### src/rtl/score_keeper.sv
// Score keeper: converts asynchronous goal/new-game levels into single events,
// sequences hold-off and serve, and freezes scoring once a winner is reported.
module score_keeper #(
  parameter int unsigned HOLD_MS = 1000
) (
  input  logic       clk,
  input  logic       reset,
  input  logic       clk_1ms,
  input  logic       goal_p1,
  input  logic       goal_p2,
  input  logic       new_game,
  input  logic [1:0] game_state,
  output logic [3:0] p1_score,
  output logic [3:0] p2_score,
  output logic       serve,
  output logic       serving_player,
  output logic       goal_flash
);

  typedef enum logic [2:0] {IDLE, PLAY, HOLD, SERVE, OVER} state_t;

  localparam logic [15:0] HOLD_LAST = 16'(HOLD_MS - 1);

  state_t      state, state_nx;
  logic [15:0] cnt, cnt_nx;
  logic [3:0]  p1_nx, p2_nx;
  logic        sp_nx;

  logic [2:0] raw, meta, sync, edge_q, ev_q;
  logic       ev_g1, ev_g2, ev_ng, won;

  assign raw = {new_game, goal_p2, goal_p1};

  // Event is registered so a level sampled at edge k acts on state at edge k+3.
  always_ff @(posedge clk or negedge reset) begin
    if (!reset) begin
      meta   <= '0;
      sync   <= '0;
      edge_q <= '0;
      ev_q   <= '0;
    end else begin
      meta   <= raw;
      sync   <= meta;
      edge_q <= sync;
      ev_q   <= sync & ~edge_q;
    end
  end

  assign ev_g1 = ev_q[0];
  assign ev_g2 = ev_q[1];
  assign ev_ng = ev_q[2];
  assign won   = (game_state == 2'b10) || (game_state == 2'b11);

  always_comb begin
    state_nx = state;
    cnt_nx   = cnt;
    p1_nx    = p1_score;
    p2_nx    = p2_score;
    sp_nx    = serving_player;
    if ((state == PLAY || state == HOLD || state == SERVE) && won) begin
      state_nx = OVER;
    end else if (ev_ng) begin
      state_nx = HOLD;
      cnt_nx   = '0;
      p1_nx    = '0;
      p2_nx    = '0;
      sp_nx    = 1'b0;
    end else begin
      case (state)
        PLAY: begin
          if (ev_g1 || ev_g2) begin
            state_nx = HOLD;
            cnt_nx   = '0;
          end
          if (ev_g1 && !ev_g2) begin
            p1_nx = (p1_score == 4'd15) ? p1_score : p1_score + 4'd1;
            sp_nx = 1'b1;
          end else if (ev_g2 && !ev_g1) begin
            p2_nx = (p2_score == 4'd15) ? p2_score : p2_score + 4'd1;
            sp_nx = 1'b0;
          end
        end
        HOLD: begin
          if (clk_1ms) begin
            if (cnt == HOLD_LAST) state_nx = SERVE;
            else                  cnt_nx   = cnt + 16'd1;
          end
        end
        SERVE:   state_nx = PLAY;
        default: ;
      endcase
    end
  end

  always_ff @(posedge clk or negedge reset) begin
    if (!reset) begin
      state          <= IDLE;
      cnt            <= '0;
      p1_score       <= '0;
      p2_score       <= '0;
      serving_player <= 1'b0;
      serve          <= 1'b0;
      goal_flash     <= 1'b0;
    end else begin
      state          <= state_nx;
      cnt            <= cnt_nx;
      p1_score       <= p1_nx;
      p2_score       <= p2_nx;
      serving_player <= sp_nx;
      serve          <= (state_nx == SERVE);
      goal_flash     <= (state_nx == HOLD);
    end
  end

endmodule

### config.mk
export PLATFORM = sky130hd
export DESIGN_NAME = score_keeper
export DESIGN_NICKNAME = d
export VERILOG_FILES = /design/src/rtl/score_keeper.sv
export SDC_FILE = /design/constraint.sdc
export NUM_CORES = 1
export LEC_CHECK = 0
export ABC_AREA = 1
export BUFFER_PORTS_ARGS = -buffer_cell sky130_fd_sc_hd__buf_2
export CORE_MARGIN = 1.5
export CORE_UTILIZATION = 50
export DETAILED_ROUTE_END_ITERATION = 6
export HOLD_SLACK_MARGIN = 0.05
export PLACE_DENSITY = 0.8
export SYNTH_ARGS = -nofsm -noshare
export SYNTH_HDL_FRONTEND = slang
export SYNTH_SLANG_ARGS = --single-unit
### constraint.sdc
create_clock -name clk -period 1.5 [get_ports clk]
set_input_delay 0.45 -clock clk [delete_from_list [all_inputs] [get_ports clk]]
set_output_delay 0.45 -clock clk [all_outputs]
set_load 0.02 [all_outputs]
==> load_flow_metrics.sql, run 1 <==
INSERT INTO impl_metrics (metric_group, metric, value, unit) VALUES
('finish', 'design.final.nets', '346', ''),
('grt', 'use_met3', '4.416', '%'),
('setup_path', 'worstSetupPathType', 'flip-flop to flip-flop', ''),
('grt', 'grt_antenna_before_repair', '0', ''),
('logic_synthesis', 'synth.avg_cell_area', '8.022', 'sq um'),
('logic_synthesis', 'synth-edff-count', '0', ''),
('logic_synthesis', 'synthesis.nets', '300', ''),
('die', 'die_height', '71.10', 'um'),
('timing', 'timing.setup.tns', '-0.9179', 'ns'),
('clocking', 'cts_tree', 'done', ''),
('finish', 'post_route_cells_drive_above_1_share', '31.85', '%'),
('routing', 'routed-via-count', '2118', ''),
('routing', 'route.final.wire_length', '5.101', 'mm'),
('setup_path', 'number_of_buffers_and_inverters_on_the_critical_path', '2', ''),
('status', 'failing_checks', 'negative setup slack', ''),
('setup_path', 'critPathCaptureType', 'flip-flop', ''),
('setup_path', 'path_cells', 'ha_2, nand2_2, inv_2, nand2_1, nor2_1, nand2_1, nand2_2, nand2_4, nand2_8, clkbuf_16, o21ai_2', ''),
('clocking', 'tritoncts.num_buffers', '5', ''),
('finish', 'fin_util', '64.71', '%'),
('finish', 'diode_count', '0', ''),
('routing', 'final_antenna_net_count', '0', ''),
('clocking', 'clk_transition_reported_paths', '0.08', 'ns'),
('logic_synthesis', 'synth_top_area_share', '45.33', '%'),
('timing', 'final_critical_path_setup_slack', '-0.07538', 'ns'),
('flow_run', 'max_cap_violations', '0', ''),
('die', 'die_width', '71.10', 'um'),
('timing', 'timing.final.crit_period', '1.575', 'ns'),
('setup_path', 'required', '1.70', 'ns'),
('clocking', 'numClockSinks', '42', ''),
('grt', 'grt_pass1_vias', '1868', ''),
('place', 'dp.cells', '372', ''),
('routing', 'post_dr_wirelength_cell', '13.15', 'um'),
('timing', 'final-hold-violation-count', '0', ''),
('power', 'cellPowerDensity', '1345', 'nW/um^2'),
('grt', 'pin_count_of_the_biggest_net_entering_global_routing', '43', ''),
('logic_synthesis', 'synth_top_flop_cell', 'sky130_fd_sc_hd__dfrtp_1', ''),
('timing', 'rsz_0062_raised_after_global_routing', 'yes', ''),
('timing', 'setup_viol', '16', ''),
('logic_synthesis', 'library_cell_with_the_highest_instance_count_after_synthesis', 'sky130_fd_sc_hd__nand2_1', ''),
('logic_synthesis', 'yosys_register_bits', '42', ''),
('logic_synthesis', 'synth.yosys.seq_area_share', '45.33', '%'),
('clocking', 'clock_tree.buffer_depth', '2', ''),
('die', 'initial_core_util', '52.52', '%'),
('timing', 'clock_tree_skew_after_final_layout', '0.007926', 'ns'),
('logic_synthesis', 'mappedNetlistArea', '2318', 'sq um'),
('routing', 'via_per_inst', '5.459', ''),
('routing', 'detail_route.iter0.violations', '254', ''),
('place', 'placed_area', '2589', 'sq um'),
('finish', 'layout-area-overhead-vs-synth', '23.21', '%'),
('clocking', 'h-tree-depth', '2', ''),
('grt', 'grt_met1_use', '27.59', '%'),
('setup_path', 'start_kind', 'flip-flop', ''),
('clocking', 'cts_root_buffer', 'sky130_fd_sc_hd__clkbuf_8', ''),
('timing', 'max-slew-margin-rel', '74.80', '%'),
('logic_synthesis', 'synth_cell_type_count', '28', ''),
('status', 'run_status', 'finished, violations left', ''),
('logic_synthesis', 'ys_warn_count', '0', ''),
('timing', 'post-route-period-util', '105.0', '%'),
('setup_path', 'crit_family', 'simple AND/OR/NAND/NOR gates', ''),
('die', 'floorplan.die_area', '5055', 'sq um'),
('timing', 'max_freq', '0.6348', 'GHz'),
('setup_path', 'worst-path-max-fanout', '7', ''),
('die', 'core', '4414', 'sq um'),
('setup_path', 'worst_path_max_delay_cell', 'sky130_fd_sc_hd__dfrtp_1', ''),
('logic_synthesis', 'synthArstFlopShare', '100.0', '%'),
('finish', 'layout.cell_area.non_filler', '2856', 'sq um'),
('worst_hold_path', 'hold_class', 'input pin to async pin', ''),
('place', 'dp.final_hpwl', '3.279', 'mm'),
('place', 'place.port_buffers', '17', ''),
('grt', 'global_route.usage.total', '20.02', '%'),
('timing', 'slew_viol_final', '0', '');
## logic make-up after synthesis
family	synth area share (%)
buffers and inverters	8.527
xor gates and xnor gates	0.3778
and+or+nand+nor	34.05
DFF	45.33
adders and majority gates	1.619
AOI/OAI and AO/OA	10.09
## placed cells by master, fill, tap and decap left out, types with 6 or more instances in the layout
master,n
sky130_fd_sc_hd__buf_2,17
sky130_fd_sc_hd__nand3_1,24
sky130_fd_sc_hd__dfrtp_1,41
sky130_fd_sc_hd__o21ai_2,13
sky130_fd_sc_hd__nand2_1,60
sky130_fd_sc_hd__nand2_2,17
sky130_fd_sc_hd__buf_4,22
sky130_fd_sc_hd__inv_1,27
sky130_fd_sc_hd__nor2_1,35
sky130_fd_sc_hd__nand2_4,6
sky130_fd_sc_hd__nand4_1,18
sky130_fd_sc_hd__o21ai_0,6
## repair_timing
| action | 4_1_cts | 5_1_grt |
|---|---|---|
| hold buffers | 0 | 0 |
| endpoints found under the setup margin | 15 | 24 |
| cloned | 0 | 2 |
| setup buffers | 0 | 6 |
| pin swaps | 0 | 9 |
| resized for setup | 1 | 25 |
## flip-flops by register name (all words and copies together) (netlist names)
name / count
cnt: 16
edge_q: 3
ev_q: 3
goal_flash: 1
meta: 3
p1_score: 4
p2_score: 4
serve: 1
serving_player: 1
state: 3
sync: 3
## where the power goes
group	internal (mW)	switching, mW
sequential	1.29	0.132
combinational	0.697	0.976
clock	0.327	0.422
## layout make-up
type / count / area, sq um
clock buffers: 5 / 68.82
flip-flops and latches: 42 / 1052
fillers: 334 / 1558
well taps: 52 / 65.06
inverters: 32 / 122.6
clock inverters: 3 / 21.27
multi-input cells: 208 / 1144
repair buffers: 46 / 382.9
## worst reg2reg max path, cell delays in order (launching register included)
cell,delay (ns)
sky130_fd_sc_hd__dfrtp_1,0.38
sky130_fd_sc_hd__ha_2,0.20
sky130_fd_sc_hd__nand2_2,0.07
sky130_fd_sc_hd__inv_2,0.06
sky130_fd_sc_hd__nand2_1,0.04
sky130_fd_sc_hd__nor2_1,0.11
sky130_fd_sc_hd__nand2_1,0.10
sky130_fd_sc_hd__nand2_2,0.09
sky130_fd_sc_hd__nand2_4,0.07
sky130_fd_sc_hd__nand2_8,0.12
sky130_fd_sc_hd__clkbuf_16,0.18
sky130_fd_sc_hd__o21ai_2,0.06
## per-layer routing
layer | share of wire [%] | wire length [um] | up-vias
met2 | 48 | 2429 | 77
met3 | 5.3 | 268 | 16
met1 | 45 | 2301 | 991
li1 | - | - | 1034
met4 | 2.0 | 101 | 0
met5 | 0 | 0 | -
## per-stage QoR
step	total power [mW]	hold slack (ns)	worst slack [ns]
final	3.842	0.1021	-0.07538
after detailed placement	2.704	0.3358	-0.05469
after floorplan	2.411	0.1544	0.01458
after CTS	3.461	0.1083	-0.06802
after global routing	4.053	0.1121	-0.1346
after global placement	2.650	0.3314	-0.01101
## final timing paths
path / startpoint / end / slack [ns] / cells past startpoint
min in group clk: new_game / meta[2]$_DFF_PN0_ / 0.25 / 1
setup reg to reg: cnt[1]$_DFFE_PN0P_ / cnt[7]$_DFFE_PN0P_ / -0.08 / 11
max in group asynchronous: reset / state[1]$_DFF_PN0_ / 1.19 / 2
hold reg to reg: meta[2]$_DFF_PN0_ / sync[2]$_DFF_PN0_ / 0.35 / 0
hold / removal: reset / p1_score[1]$_DFFE_PN0P_ / 0.10 / 2
setup / recovery: cnt[1]$_DFFE_PN0P_ / cnt[7]$_DFFE_PN0P_ / -0.08 / 11
(Power assumes the default switching activity.)
==> run 2: changes to the inputs <==
- CORE_MARGIN: 1.5 -> not set
- PLACE_DENSITY: 0.8 -> 0.78
- clock period: 1.5 -> 2 ns (I/O delays scaled with it)
==> run 2 against run 1 <==
Compared with the run above:
- the flow now finishes without violations
- clock-buffer cell count unchanged
- worst setup slack better by 0.32 ns
- global-route usage up 0.34 points
- critical endpoint is now cnt[3]$_DFFE_PN0P_
- wire length down 18%
- largest cell class unchanged
- register-to-register slack better by 0.32 ns
- critical path type unchanged
- clock skew down 0.0052 ns
- clock power down 23%
- sequential cell count unchanged
- critical path depth up 1
- combinational power down 50%
- first-iteration DRC count down 55%
- final area down 11%
==> load_flow_metrics.sql, run 2 (synthesis gave the netlist of run 1 again) <==
INSERT INTO impl_metrics (metric_group, metric, value, unit) VALUES
('setup_path', 'required', '2.24', 'ns'),
('routing', 'final_antenna_net_count', '0', ''),
('timing', 'timing.final.crit_period', '1.751', 'ns'),
('finish', 'regMostFlops', 'cnt', ''),
('grt', 'global_route.usage.total', '20.37', '%'),
('grt', 'grt_first_pass_wirelength', '8.010', 'mm'),
('finish', 'layout.cells.most_common', 'sky130_fd_sc_hd__nand2_1', ''),
('clocking', 'tritoncts.num_buffers', '5', ''),
('timing', 'rsz_0062_raised_after_global_routing', 'no', ''),
('finish', 'post_route_cells_drive_above_1_share', '21.79', '%'),
('finish', 'layout-area-overhead-vs-synth', '9.444', '%'),
('timing', 'max_freq', '0.5712', 'GHz'),
('finish', 'largestRegisters', 'cnt: 16 flops, p1_score: 4 flops, p2_score: 4 flops', ''),
('power', 'irDropWorstVdd', '500.4', 'uV'),
('power', 'total_leakage_power', '1.217', 'nW'),
('setup_path', 'critPathCaptureType', 'flip-flop', ''),
('routing', 'via_per_inst', '5.212', ''),
('timing', 'setup_viol', '0', ''),
('setup_path', 'ff2ff_path_depth', '12', ''),
('die', 'floorplan.die_area', '4913', 'sq um'),
('clocking', 'post_cts_resize_count', '0', ''),
('timing', 'worst-slew-pin-transition', '0.5209', 'ns'),
('die', 'die_height', '70.10', 'um'),
('setup_path', 'worst-path-max-fanout', '13', ''),
('finish', 'n_fill_cell', '399', ''),
('clocking', 'clock_insertion_delay_worst_skew', '0.30', 'ns'),
('place', 'routabilityCongestion', '0.8485', ''),
('grt', 'grt-ovfl-total', '0', ''),
('grt', 'grt_antenna_before_repair', '0', ''),
('finish', 'diode_count', '0', ''),
('grt', 'grt_pass1_vias', '1817', ''),
('setup_path', 'worstSetupPathType', 'flip-flop to flip-flop', ''),
('clocking', 'clock_tree.buffer_depth', '2', ''),
('die', 'rows', '24', ''),
('die', 'ports_placed_on_the_boundary', '19', ''),
('finish', 'design.final.nets', '322', ''),
('setup_path', 'r2r_slack', '0.25', 'ns'),
('worst_hold_path', 'hold_class', 'input pin to async pin', ''),
('routing', 'route.final.wire_length', '4.173', 'mm'),
('place', 'dp.final_hpwl', '2.982', 'mm'),
('clocking', 'cts_hold_repair.buffers', '0', ''),
('status', 'run_status', 'finished, final reports clean', ''),
('clocking', 'cts_tree', 'done', ''),
('clocking', 'cts_setup_buffers', '0', ''),
('clocking', 'cts_root_buffer', 'sky130_fd_sc_hd__clkbuf_8', ''),
('timing', 'clock_tree_skew_after_final_layout', '0.002696', 'ns'),
('power', 'cellPowerDensity', '976.9', 'nW/um^2'),
('clocking', 'clk_transition_reported_paths', '0.08', 'ns'),
('timing', 'timing.setup.tns', '0', 'ns'),
('grt', 'pin_count_of_the_biggest_net_entering_global_routing', '43', ''),
('clocking', 'h-tree-depth', '2', ''),
('finish', 'largest_register_ff_count', '16', ''),
('clocking', 'numClockSinks', '42', ''),
('routing', 'routed-via-count', '1897', ''),
('place', 'place.port_buffers', '17', ''),
('finish', 'most_frequent_cells_in_the_layout', 'sky130_fd_sc_hd__nand2_1 (67), sky130_fd_sc_hd__dfrtp_1 (42), sky130_fd_sc_hd__nor2_1 (38)', ''),
('timing', 'post-route-period-util', '87.53', '%'),
('setup_path', 'critical_path_arrival', '1.99', 'ns'),
('timing', 'final-hold-violation-count', '0', ''),
('die', 'die_width', '70.10', 'um'),
('flow_run', 'max_cap_violations', '0', ''),
('setup_path', 'start_kind', 'flip-flop', ''),
('die', 'initial_core_util', '52.52', '%'),
('timing', 'slew_viol_final', '0', ''),
('power', 'p_total', '2.479', 'mW'),
('routing', 'detail_route.iter0.violations', '114', ''),
('routing', 'drc', '0', ''),
('timing', 'max-slew-margin-rel', '65.27', '%'),
('routing', 'first_pass_iters', '4', ''),
('die', 'core', '4414', 'sq um'),
('routing', 'post_dr_wirelength_cell', '11.46', 'um');
-- run 2: worst paths after layout --
kind | startpoint | to
max in group asynchronous | reset | cnt[6]$_DFFE_PN0P_
hold reg to reg | meta[1]$_DFF_PN0_ | sync[1]$_DFF_PN0_
hold / removal | reset | meta[0]$_DFF_PN0_
min in group clk | meta[1]$_DFF_PN0_ | sync[1]$_DFF_PN0_
setup reg to reg | cnt[0]$_DFFE_PN0P_ | cnt[3]$_DFFE_PN0P_
setup / recovery | cnt[0]$_DFFE_PN0P_ | cnt[3]$_DFFE_PN0P_
-- run 2: area by class of cell --
class	count	area (sq um)	area share, %
well taps	52	65.06	2.564
clock inverters	3	25.02	0.9862
repair buffers	22	135.1	5.325
multi-input cells	208	1072	42.26
flip-flops and latches	42	1051	41.42
clock buffers	5	68.82	2.712
inverters	32	120.1	4.734
-- run 2: critical path: stages (launching register included) --
cell and delay [ns]:
sky130_fd_sc_hd__dfrtp_1 0.43, sky130_fd_sc_hd__ha_2 0.25, sky130_fd_sc_hd__nand2_1 0.08, sky130_fd_sc_hd__clkinv_1 0.07, sky130_fd_sc_hd__nand2_1 0.05, sky130_fd_sc_hd__nor2_1 0.12, sky130_fd_sc_hd__nand2_1 0.11, sky130_fd_sc_hd__nand2_2 0.07
sky130_fd_sc_hd__nand2_2 0.05, sky130_fd_sc_hd__nand2_4 0.08, sky130_fd_sc_hd__buf_4 0.23, sky130_fd_sc_hd__nand2_1 0.09, sky130_fd_sc_hd__o21ai_2 0.06
-- run 2: through the flow --
| stage | setup slack, ns | instance area, sq um | hold slack (ns) | util [%] | std cells |
|---|---|---|---|---|---|
| floorplan | 0.4714 | 2318 | 0.3044 | - | 289 |
| global placement | 0.2688 | 2441 | 0.3370 | 55.30 | 356 |
| detailed placement | 0.2433 | 2441 | 0.3371 | 55.30 | 356 |
| CTS | 0.2150 | 2535 | 0.3573 | 57.43 | 364 |
| global route | 0.03405 | 2537 | 0.3615 | 57.48 | 364 |
| finish | 0.2494 | 2537 | 0.3509 | 57.48 | 364 |
-- run 2: per-layer routing --
layer / vias to the layer above / routed length, um / GRT usage (%)
li1: 986 / - / -
met1: 865 / 2044 / 27.95
met2: 37 / 1838 / 31.09
met3: 9 / 196 / 4.762
met4: 0 / 94 / 8.444
met5: - / 0 / 0
-- run 2: report_power, final --
part	internal (mW)	switching, mW	total [mW]
combinational	0.277	0.563	0.840
clock	0.252	0.325	0.577
sequential	0.964	0.0990	1.06
total	1.49	0.986	2.48
==> run 3: changes to the inputs <==
- ABC_CLOCK_PERIOD_IN_PS: not set -> 2000
- RECOVER_POWER: not set -> 100
==> run 3 against run 2 <==
Compared with the run above:
- wire length grew 0.41%
- clock skew grew 0.0020 ns
- largest power group unchanged
- clock-buffer cell count is the same
- final area shrank 2.1%
- clock power is essentially flat
- via count grew 0.37%
- total power shrank 2.3%
- critical path depth is the same
==> load_flow_metrics.sql, run 3 (synthesis gave the netlist of run 1 again) <==
INSERT INTO impl_metrics (metric_group, metric, value, unit) VALUES
('status', 'run_status', 'finished, final reports clean', ''),
('grt', 'grt-ovfl-total', '0', ''),
('timing', 'final-hold-violation-count', '0', ''),
('die', 'floorplan.die_area', '4913', 'sq um'),
('setup_path', 'timing.critical_path.mode_cell', 'sky130_fd_sc_hd__nand2_1', ''),
('setup_path', 'critical_path_arrival', '1.96', 'ns'),
('grt', 'pin_count_of_the_biggest_net_entering_global_routing', '43', ''),
('grt', 'grt_first_pass_wirelength', '8.010', 'mm'),
('place', 'routabilityCongestion', '0.8485', ''),
('finish', 'design.final.nets', '322', ''),
('routing', 'via_per_inst', '5.231', ''),
('grt', 'global_route.usage.total', '20.37', '%'),
('finish', 'post_route_cells_drive_above_1_share', '13.78', '%'),
('setup_path', 'path_cells', 'ha_2, nand2_1, clkinv_1, nand2_1, nor2_1, nand2_1, nand2_2, nand2_2, nand2_4, buf_4, nand2_1, o21ai_0', ''),
('setup_path', 'worstSetupPathType', 'flip-flop to flip-flop', ''),
('power', 'total_leakage_power', '1.161', 'nW'),
('finish', 'diode_count', '0', ''),
('timing', 'worst-slew-pin-transition', '1.022', 'ns'),
('die', 'die_height', '70.10', 'um'),
('timing', 'clock_tree_skew_after_final_layout', '0.004700', 'ns'),
('die', 'die_width', '70.10', 'um'),
('setup_path', 'critical-path-max-stage-delay', '0.43', 'ns'),
('setup_path', 'worst-path-max-fanout', '13', ''),
('worst_hold_path', 'hold_class', 'flip-flop to flip-flop', ''),
('die', 'rows', '24', ''),
('die', 'core', '4414', 'sq um'),
('grt', 'grt_pass1_vias', '1817', ''),
('timing', 'timing.setup.tns', '0', 'ns'),
('power', 'cellPowerDensity', '975.4', 'nW/um^2'),
('timing', 'slew_viol_final', '0', ''),
('setup_path', 'start_kind', 'flip-flop', ''),
('power', 'irDropWorstVdd', '496.3', 'uV'),
('timing', 'post-route-period-util', '86.95', '%'),
('die', 'initial_core_util', '52.52', '%'),
('finish', 'layout.cells.most_common', 'sky130_fd_sc_hd__nand2_1', ''),
('timing', 'timing.final.crit_period', '1.739', 'ns'),
('routing', 'detail_route.iter0.violations', '119', ''),
('setup_path', 'worst_path_max_delay_cell', 'sky130_fd_sc_hd__dfrtp_1', ''),
('setup_path', 'required', '2.22', 'ns'),
('flow_run', 'max_cap_violations', '0', ''),
('clocking', 'cts_setup_buffers', '0', ''),
('routing', 'post_dr_wirelength_cell', '11.51', 'um'),
('routing', 'drc', '0', ''),
('routing', 'first_pass_iters', '4', ''),
('clocking', 'tritoncts.num_buffers', '5', ''),
('place', 'place.port_buffers', '17', ''),
('die', 'ports_placed_on_the_boundary', '19', ''),
('clocking', 'clock_tree.buffer_depth', '2', ''),
('finish', 'most_frequent_cells_in_the_layout', 'sky130_fd_sc_hd__nand2_1 (75), sky130_fd_sc_hd__dfrtp_1 (42), sky130_fd_sc_hd__nor2_1 (39)', ''),
('clocking', 'clock_insertion_delay_worst_skew', '0.30', 'ns'),
('grt', 'grt_antenna_before_repair', '0', ''),
('finish', 'largest_register_ff_count', '16', ''),
('timing', 'max_freq', '0.5751', 'GHz'),
('timing', 'setup_viol', '0', ''),
('finish', 'layout-area-overhead-vs-synth', '7.123', '%'),
('clocking', 'h-tree-depth', '2', ''),
('clocking', 'cts_root_buffer', 'sky130_fd_sc_hd__clkbuf_8', ''),
('finish', 'largestRegisters', 'cnt: 16 flops, p1_score: 4 flops, p2_score: 4 flops', ''),
('clocking', 'clk_transition_reported_paths', '0.08', 'ns'),
('routing', 'final_antenna_net_count', '0', ''),
('timing', 'max-slew-margin-rel', '31.84', '%'),
('timing', 'rsz_0062_raised_after_global_routing', 'no', ''),
('setup_path', 'critPathCaptureType', 'flip-flop', ''),
('clocking', 'cts_tree', 'done', ''),
('timing', 'hold_slack', '0.3542', 'ns'),
('routing', 'routed-via-count', '1904', ''),
('finish', 'regMostFlops', 'cnt', ''),
('clocking', 'numClockSinks', '42', ''),
('routing', 'route.final.wire_length', '4.190', 'mm'),
('place', 'dp.final_hpwl', '2.982', 'mm');
## run 3: changes by cell type in the layout (fill, tap and decap cells not counted), sizes merged
cell / previous run / this run
buf: 22 / 10
clkbuf: 5 / 17
## run 3: path summary, 6_finish.rpt
path	cells after the start	from	slack [ns]	endpoint
worst max-delay path	12	cnt[0]$_DFFE_PN0P_	0.26	cnt[2]$_DFFE_PN0P_
worst min-delay path	0	meta[1]$_DFF_PN0_	0.35	sync[1]$_DFF_PN0_
worst max register to register	12	cnt[0]$_DFFE_PN0P_	0.26	cnt[2]$_DFFE_PN0P_
worst min register to register	0	meta[1]$_DFF_PN0_	0.35	sync[1]$_DFF_PN0_
max in group asynchronous	2	reset	0.84	cnt[3]$_DFFE_PN0P_
min in group asynchronous	2	reset	0.54	p1_score[3]$_DFFE_PN0P_
## run 3: area by class of cell
cell class / instances / area, sq um
tap: 52 / 65.06
timing repair buffer: 22 / 118.9
clock inverter: 3 / 25.02
sequential: 42 / 1051
clock buffer: 5 / 68.82
fill: 421 / 1931
inverter: 32 / 120.1
multi-input combinational: 208 / 1035
## run 3: metal layers
metal	vias up	track usage, %	share of wire (%)
li1	986	-	-
met1	890	27.95	51
met2	19	31.09	44
met3	9	4.762	2.9
met4	0	8.444	1.9
met5	-	0	0
## run 3: stage by stage
step	setup slack [ns]	cells	total power, mW	cell area (sq um)	util (%)
finish	0.2610	364	2.423	2484	56.26
global route	0.04747	364	2.603	2484	56.26
floorplan	0.4714	289	1.807	2318	-
CTS	0.2150	364	2.509	2535	57.43
detailed placement	0.2433	356	1.926	2441	55.30
global placement	0.2688	356	1.892	2441	55.30
## run 3: repair_timing
action / 4_1_cts / 5_1_grt
gates resized for setup: 0 / 1
hold buffers: 0 / 0
endpoints found under the setup margin: 0 / 4
## run 3: report_power, final
| group | total, mW | switching [mW] | internal [mW] | leakage (nW) |
|---|---|---|---|---|
| clock network | 0.578 | 0.326 | 0.252 | 0.0447 |
| logic | 0.784 | 0.535 | 0.249 | 0.565 |
| registers | 1.06 | 0.0969 | 0.964 | 0.552 |
| total | 2.42 | 0.958 | 1.46 | 1.16 |
## run 3: critical path, delay by kind of cell (launching register included)
family          cells  cell delay [ns]
flops               1             0.43
buf+inv             2             0.27
simple gates        8             0.62
fa+ha+maj           1             0.25
compound gates      1             0.08
